<file path="config.mk">
export PLATFORM = sky130hd
export DESIGN_NAME = muldiv_unit
export DESIGN_NICKNAME = d
export VERILOG_FILES = /design/src/rtl/muldiv_pkg.sv /design/src/rtl/muldiv_unit.sv
export SDC_FILE = /design/constraint.sdc
export NUM_CORES = 1
export LEC_CHECK = 0
export CAP_MARGIN = 20
export CORE_AREA = 2 2 102 104
export DETAILED_ROUTE_END_ITERATION = 10
export DIE_AREA = 0 0 104 106
export MAX_ROUTING_LAYER = met4
export PLACE_DENSITY = 0.84
export SYNTH_ARGS = -nofsm -noshare
export SYNTH_HDL_FRONTEND = slang
export SYNTH_SLANG_ARGS = --single-unit
</file>
<file path="constraint.sdc">
create_clock -name clk -period 5.6 [get_ports clk]
set_input_delay 1.12 -clock clk [delete_from_list [all_inputs] [get_ports clk]]
set_output_delay 1.12 -clock clk [all_outputs]
set_load 0.005 [all_outputs]
</file>
<file path="src/rtl/muldiv_pkg.sv">
// Shared definitions for the iterative multiply/divide unit: FSM states,
// op encoding and the default operand width.
package muldiv_pkg;

    localparam int unsigned WIDTH_DEF = 16;

    localparam logic OP_MUL = 1'b0;
    localparam logic OP_DIV = 1'b1;

    typedef enum logic [1:0] {
        IDLE = 2'd0,
        MUL  = 2'd1,
        DIV  = 2'd2,
        FIN  = 2'd3
    } state_t;

endpackage

</file>
<file path="src/rtl/muldiv_unit.sv">
// Iterative shift-add multiplier / restoring divider producing registered hi/lo.
// Optional MULDIV_EARLY_EXIT_EN: multiply ends once the remaining multiplier bits are zero.
module muldiv_unit
    import muldiv_pkg::*;
#(
    parameter int unsigned WIDTH = WIDTH_DEF
) (
    input  logic             clk,
    input  logic             rst_n,
    input  logic             start,
    input  logic             op,
    input  logic [WIDTH-1:0] a,
    input  logic [WIDTH-1:0] b,
    output logic             busy,
    output logic             done,
    output logic [WIDTH-1:0] hi,
    output logic [WIDTH-1:0] lo,
    output logic             div_zero
);

    localparam int unsigned CNT_W = (WIDTH > 1) ? $clog2(WIDTH) : 1;
    localparam int unsigned ACC_W = 2 * WIDTH;
    localparam int unsigned SUM_W = WIDTH + 2;
    localparam logic [CNT_W-1:0] LAST = CNT_W'(WIDTH - 1);

    state_t           state_q, state_d;
    logic [CNT_W-1:0] cnt_q, cnt_d;
    logic [ACC_W-1:0] acc_q, acc_d;
    logic [WIDTH-1:0] opnd_q, opnd_d;
    logic             op_q, op_d;
    logic             dz_q, dz_d;
    logic             wait_q, wait_d;
    logic             busy_q, busy_d;
    logic             done_q, done_d;
    logic [WIDTH-1:0] hi_q, hi_d;
    logic [WIDTH-1:0] lo_q, lo_d;
    logic             div_zero_q, div_zero_d;

    logic [WIDTH:0]   add_x, add_y;
    logic             add_cin;
    logic [SUM_W-1:0] sum;
    logic [ACC_W-1:0] step_acc;
    logic [ACC_W-1:0] mul_res;
    logic             mul_last;
    logic             last_step;

    // Shared adder: acc_hi + (a & multiplier lsb) for multiply, shifted remainder - b for divide
    always_comb begin
        if (op_q == OP_DIV) begin
            add_x   = acc_q[ACC_W-2:WIDTH-1];
            add_y   = ~{1'b0, opnd_q};
            add_cin = 1'b1;
        end else begin
            add_x   = {1'b0, acc_q[ACC_W-1:WIDTH]};
            add_y   = {1'b0, opnd_q & {WIDTH{acc_q[0]}}};
            add_cin = 1'b0;
        end
        sum = SUM_W'(add_x) + SUM_W'(add_y) + SUM_W'(add_cin);
    end

    // One iteration; sum[WIDTH+1] is the no-borrow flag of the divide trial subtraction
    always_comb begin
        if (op_q == OP_DIV) begin
            if (sum[WIDTH+1]) begin
                step_acc = {sum[WIDTH-1:0], acc_q[WIDTH-2:0], 1'b1};
            end else begin
                step_acc = {acc_q[ACC_W-2:0], 1'b0};
            end
        end else begin
            step_acc = {sum[WIDTH:0], acc_q[WIDTH-1:1]};
        end
    end

`ifdef MULDIV_EARLY_EXIT_EN
    // Unconsumed multiplier bits sit right-justified in the low word; the product
    // needs the skipped right shifts applied when the loop ends early.
    logic [WIDTH-1:0] rem_mask;
    assign rem_mask = ({WIDTH{1'b1}} >> cnt_q) >> 1;
    assign mul_last = (cnt_q == LAST) || ((step_acc[WIDTH-1:0] & rem_mask) == '0);
    assign mul_res  = acc_q >> (LAST - cnt_q);
`else
    assign mul_last = (cnt_q == LAST);
    assign mul_res  = acc_q;
`endif

    assign last_step = (op_q == OP_MUL) ? mul_last : (cnt_q == LAST);

    // Next-state and datapath control
    always_comb begin
        state_d    = state_q;
        cnt_d      = cnt_q;
        acc_d      = acc_q;
        opnd_d     = opnd_q;
        op_d       = op_q;
        dz_d       = dz_q;
        wait_d     = wait_q;
        done_d     = 1'b0;
        hi_d       = hi_q;
        lo_d       = lo_q;
        div_zero_d = div_zero_q;

        case (state_q)
            IDLE: begin
                if (start) begin
                    op_d   = op;
                    cnt_d  = '0;
                    dz_d   = 1'b0;
                    wait_d = 1'b0;
                    if (op == OP_MUL) begin
                        acc_d   = {{WIDTH{1'b0}}, b};
                        opnd_d  = a;
                        state_d = MUL;
                    end else begin
                        acc_d  = {{WIDTH{1'b0}}, a};
                        opnd_d = b;
                        if (b == '0) begin
                            // Divide-by-zero spends one extra FIN cycle to keep a 2-cycle latency
                            dz_d    = 1'b1;
                            wait_d  = 1'b1;
                            state_d = FIN;
                        end else begin
                            state_d = DIV;
                        end
                    end
                end
            end
            MUL, DIV: begin
                acc_d = step_acc;
                if (last_step) begin
                    state_d = FIN;
                end else begin
                    cnt_d = cnt_q + CNT_W'(1);
                end
            end
            FIN: begin
                if (wait_q) begin
                    wait_d = 1'b0;
                end else begin
                    done_d  = 1'b1;
                    state_d = IDLE;
                    if (dz_q) begin
                        hi_d       = acc_q[WIDTH-1:0];
                        lo_d       = '1;
                        div_zero_d = 1'b1;
                    end else if (op_q == OP_MUL) begin
                        {hi_d, lo_d} = mul_res;
                        div_zero_d   = 1'b0;
                    end else begin
                        hi_d       = acc_q[ACC_W-1:WIDTH];
                        lo_d       = acc_q[WIDTH-1:0];
                        div_zero_d = 1'b0;
                    end
                end
            end
            default: state_d = IDLE;
        endcase
    end

    assign busy_d = (state_d != IDLE);

    always_ff @(posedge clk or negedge rst_n) begin
        if (!rst_n) begin
            state_q    <= IDLE;
            cnt_q      <= '0;
            acc_q      <= '0;
            opnd_q     <= '0;
            op_q       <= 1'b0;
            dz_q       <= 1'b0;
            wait_q     <= 1'b0;
            busy_q     <= 1'b0;
            done_q     <= 1'b0;
            hi_q       <= '0;
            lo_q       <= '0;
            div_zero_q <= 1'b0;
        end else begin
            state_q    <= state_d;
            cnt_q      <= cnt_d;
            acc_q      <= acc_d;
            opnd_q     <= opnd_d;
            op_q       <= op_d;
            dz_q       <= dz_d;
            wait_q     <= wait_d;
            busy_q     <= busy_d;
            done_q     <= done_d;
            hi_q       <= hi_d;
            lo_q       <= lo_d;
            div_zero_q <= div_zero_d;
        end
    end

    assign busy     = busy_q;
    assign done     = done_q;
    assign hi       = hi_q;
    assign lo       = lo_q;
    assign div_zero = div_zero_q;

endmodule

</file>
==> out/results.tsv <==
stage	metric	value	unit
routing	vias	5045	
sta	setup_slack	1.42	ns
cts	clk_path_buf_depth	2	
cts	holdBufCountCts	0	
sta	fmax	239	MHz
global_route	gr-total-overflow	0	
sta	finalHoldViolations	0	
yosys	yosysMostFrequentCell	nand2_1	
cts	cts.htree.levels	3	
yosys	synth_edf_count	0	
run_status	status	finished, final reports clean	
sta	setup_viol	0	
power	powerDensity	652	nW/um^2
sta	skew	0.0142	ns
placed_design	port_buffers	70	
routing	drt-initial-drc-count	329	
cts	clk_latency	0.38	ns
routing	routed_wl	15.2	mm
final_layout	fin_util	68.2	%
global_route	grt_pass1_wl	24.7	mm
placed_design	dp_hpwl	11.1	mm
floorplan	start_util	58.2	%
yosys	syn_inst	669	
cts	clk_pin_slew	0.11	ns
floorplan	core_area	10000	um^2
global_route	first_global_vias	4827	
yosys	postSynthNetCount	726	
global_route	antenna_found_initial	1	
yosys	yosysWarnings	0	
placed_design	pre_cts_ws	1.47	ns
global_route	grtUsageTotal	29.1	%
final_layout	syn_to_final_growth	17.1	%
final_layout	final_cell_area	6820	um^2
cts	cts_sinks	92	
sta	min_period	4.18	ns
cts	cts_setup_buffers	0	
sta	rsz0062_at_grt	false	
routing	drc	0	
cts	cts_buffers	9	
sta	worst_pin_slew	1.02	ns
worst_setup_path	path_cells	nor2b_1 > nand2_1 > o21ai_0 > inv_1 > fa_1 > fa_1 > nor2b_1 > o211ai_1 > a31oi_1 > a221oi_2 > mux2i_1 > a2bb2oi_1 > a32o_1	
sta	fin_tns_setup	0	ns
power	p_total	0.00445	W
yosys	syn-cell-area	5820	um^2
worst_setup_path	crit_path_end_kind	flop	
floorplan	std_cell_rows	37	
worst_setup_path	cpPeakStageDelay	0.73	ns
worst_setup_path	worst-path-buf-inv	1	
yosys	async_flop_share	100	%
yosys	synth_commonest_cells	109 x nand2_1, 101 x o21ai_0, 92 x dfrtp_1	
run	cap_violations	0	
power	p_leak	2.97	nW
placed_design	place_area	6580	um^2
final_layout	drive_gt1_share	10.0	%
yosys	synth_seq_cells	92	
routing	via_per_inst	5.90	
floorplan	dieWidth	104	um
worst_setup_path	crit_required	5.87	ns
final_layout	nNetsFinal	770	
cts	cts_tree	done	
hold_path	hold_class	reg2reg	
sta	relSlewSlack	31.8	%
sta	timing.final.crit_share	74.7	%
routing	ant_nets	0	
routing	wl_per_cell	17.8	um
sta	slew_violations	0	
worst_setup_path	path_class	reg2reg	
cts	root_buffer	clkbuf_8	
placed_design	gp_congestion	0.915	
yosys	synth_top_area_share	39.5	%
worst_setup_path	start_kind	flop	
worst_setup_path	crit_family	compound AO/OA/AOI/OAI gates	
power	irDropWorstVdd	0.419	mV
floorplan	die-area	11000	um^2
cts	ctsResizeCount	0	
yosys	yosys-top-cells-area	dfrtp_1 40%, mux2i_1 8.9%, o21ai_0 8.7%, nand2_1 7.0%, mux2_2 6.4%	
floorplan	die_h	106	um
yosys	avgSynthCellArea	8.71	um^2
routing	first_pass_iters	5	
worst_setup_path	crit_arrival	4.46	ns
yosys	yosysTopAreaCell	dfrtp_1	
floorplan	ioPinCount	71	
worst_setup_path	critPathSlowestCell	nor2b_1	
worst_setup_path	critPathMaxFanout	15	
yosys	ys_types	54	
yosys	ys_seq_area_share	39.5	%
yosys	synthFlopType	dfrtp_1	
global_route	grt_start_max_net_pins	67	
[flip-flops by register name (all words and copies together) (netlist names)]
name	flops
div_zero	1
state_q	2
op_q	1
wait_q	1
done	1
opnd_q	16
cnt_q	4
lo	16
hi	16
busy	1
acc_q	32
dz_q	1
[tightest hold or removal path: stages (launching register included)]
cell     delay, ns
dfrtp_1       0.36
nand2_1       0.05
o21ai_0       0.06
[path summary, 6_finish.rpt]
path / start / endpoint / slack, ns / depth (start not counted)
worst max-delay path: op_q / acc_q[29] / 1.42 / 13
worst min register to register: lo[5] / lo[5] / 0.49 / 2
worst min-delay path: lo[5] / lo[5] / 0.49 / 2
min in group asynchronous: rst_n / acc_q[26] / 0.67 / 1
max in group asynchronous: rst_n / acc_q[0] / 3.81 / 2
worst max register to register: op_q / acc_q[29] / 1.42 / 13
[metal layers]
layer | vias up | routed length (um) | track usage (%)
met5 | - | 0 | -
met4 | 0 | 232 | 9.46
met3 | 18 | 783 | 4.17
met2 | 190 | 7350 | 46.4
met1 | 2389 | 6880 | 38.8
li1 | 2448 | - | -
[placed cells by master (no fill, tap or decap), types with 4 or more instances in the layout]
master	n
clkbuf_8	9
o22ai_1	5
dfrtp_1	91
o31ai_1	11
nand3_1	8
a21o_1	7
inv_1	14
nor3_1	10
o21ai_0	101
mux2i_1	52
buf_4	8
nand4_1	5
nand2_1	109
o211ai_1	4
xnor2_1	8
nor2_1	57
mux2_2	33
clkdlybuf4s50_1	69
a21oi_1	32
ha_1	19
nor4_1	4
[kinds of logic after synthesis]
family	share of synthesized area [%]
AND/OR/NAND/NOR	14.9
XOR/XNOR	1.65
flip-flops	39.5
adder cells (fa/ha/maj)	4.77
buffers and inverters	4.10
AO/OA/AOI/OAI	19.8
multiplexers	15.3
[final cells by class]
cell class                 count  area [um^2]
fill                         814         3180
multi-input combinational    516         3300
clock buffer                   9          124
inverter                      15         56.3
antenna                        1         2.50
timing repair buffer          79          786
clock inverter                 7         81.3
tap                          136          170
sequential                    92         2300
[report_power, final]
part	internal [W]	switching, W	total (W)
clock network	0.000178	0.000284	0.000461
logic	0.00117	0.00153	0.00270
registers	0.000960	0.000322	0.00128
total	0.00231	0.00214	0.00445
[stage by stage]
stage	cells	hold WS (ns)
floorplan	669	0.466
global placement	836	0.464
detailed placement	836	0.469
CTS	852	0.494
global route	855	0.506
finish	855	0.486
Note: power is estimated with default switching activity, not from simulation.
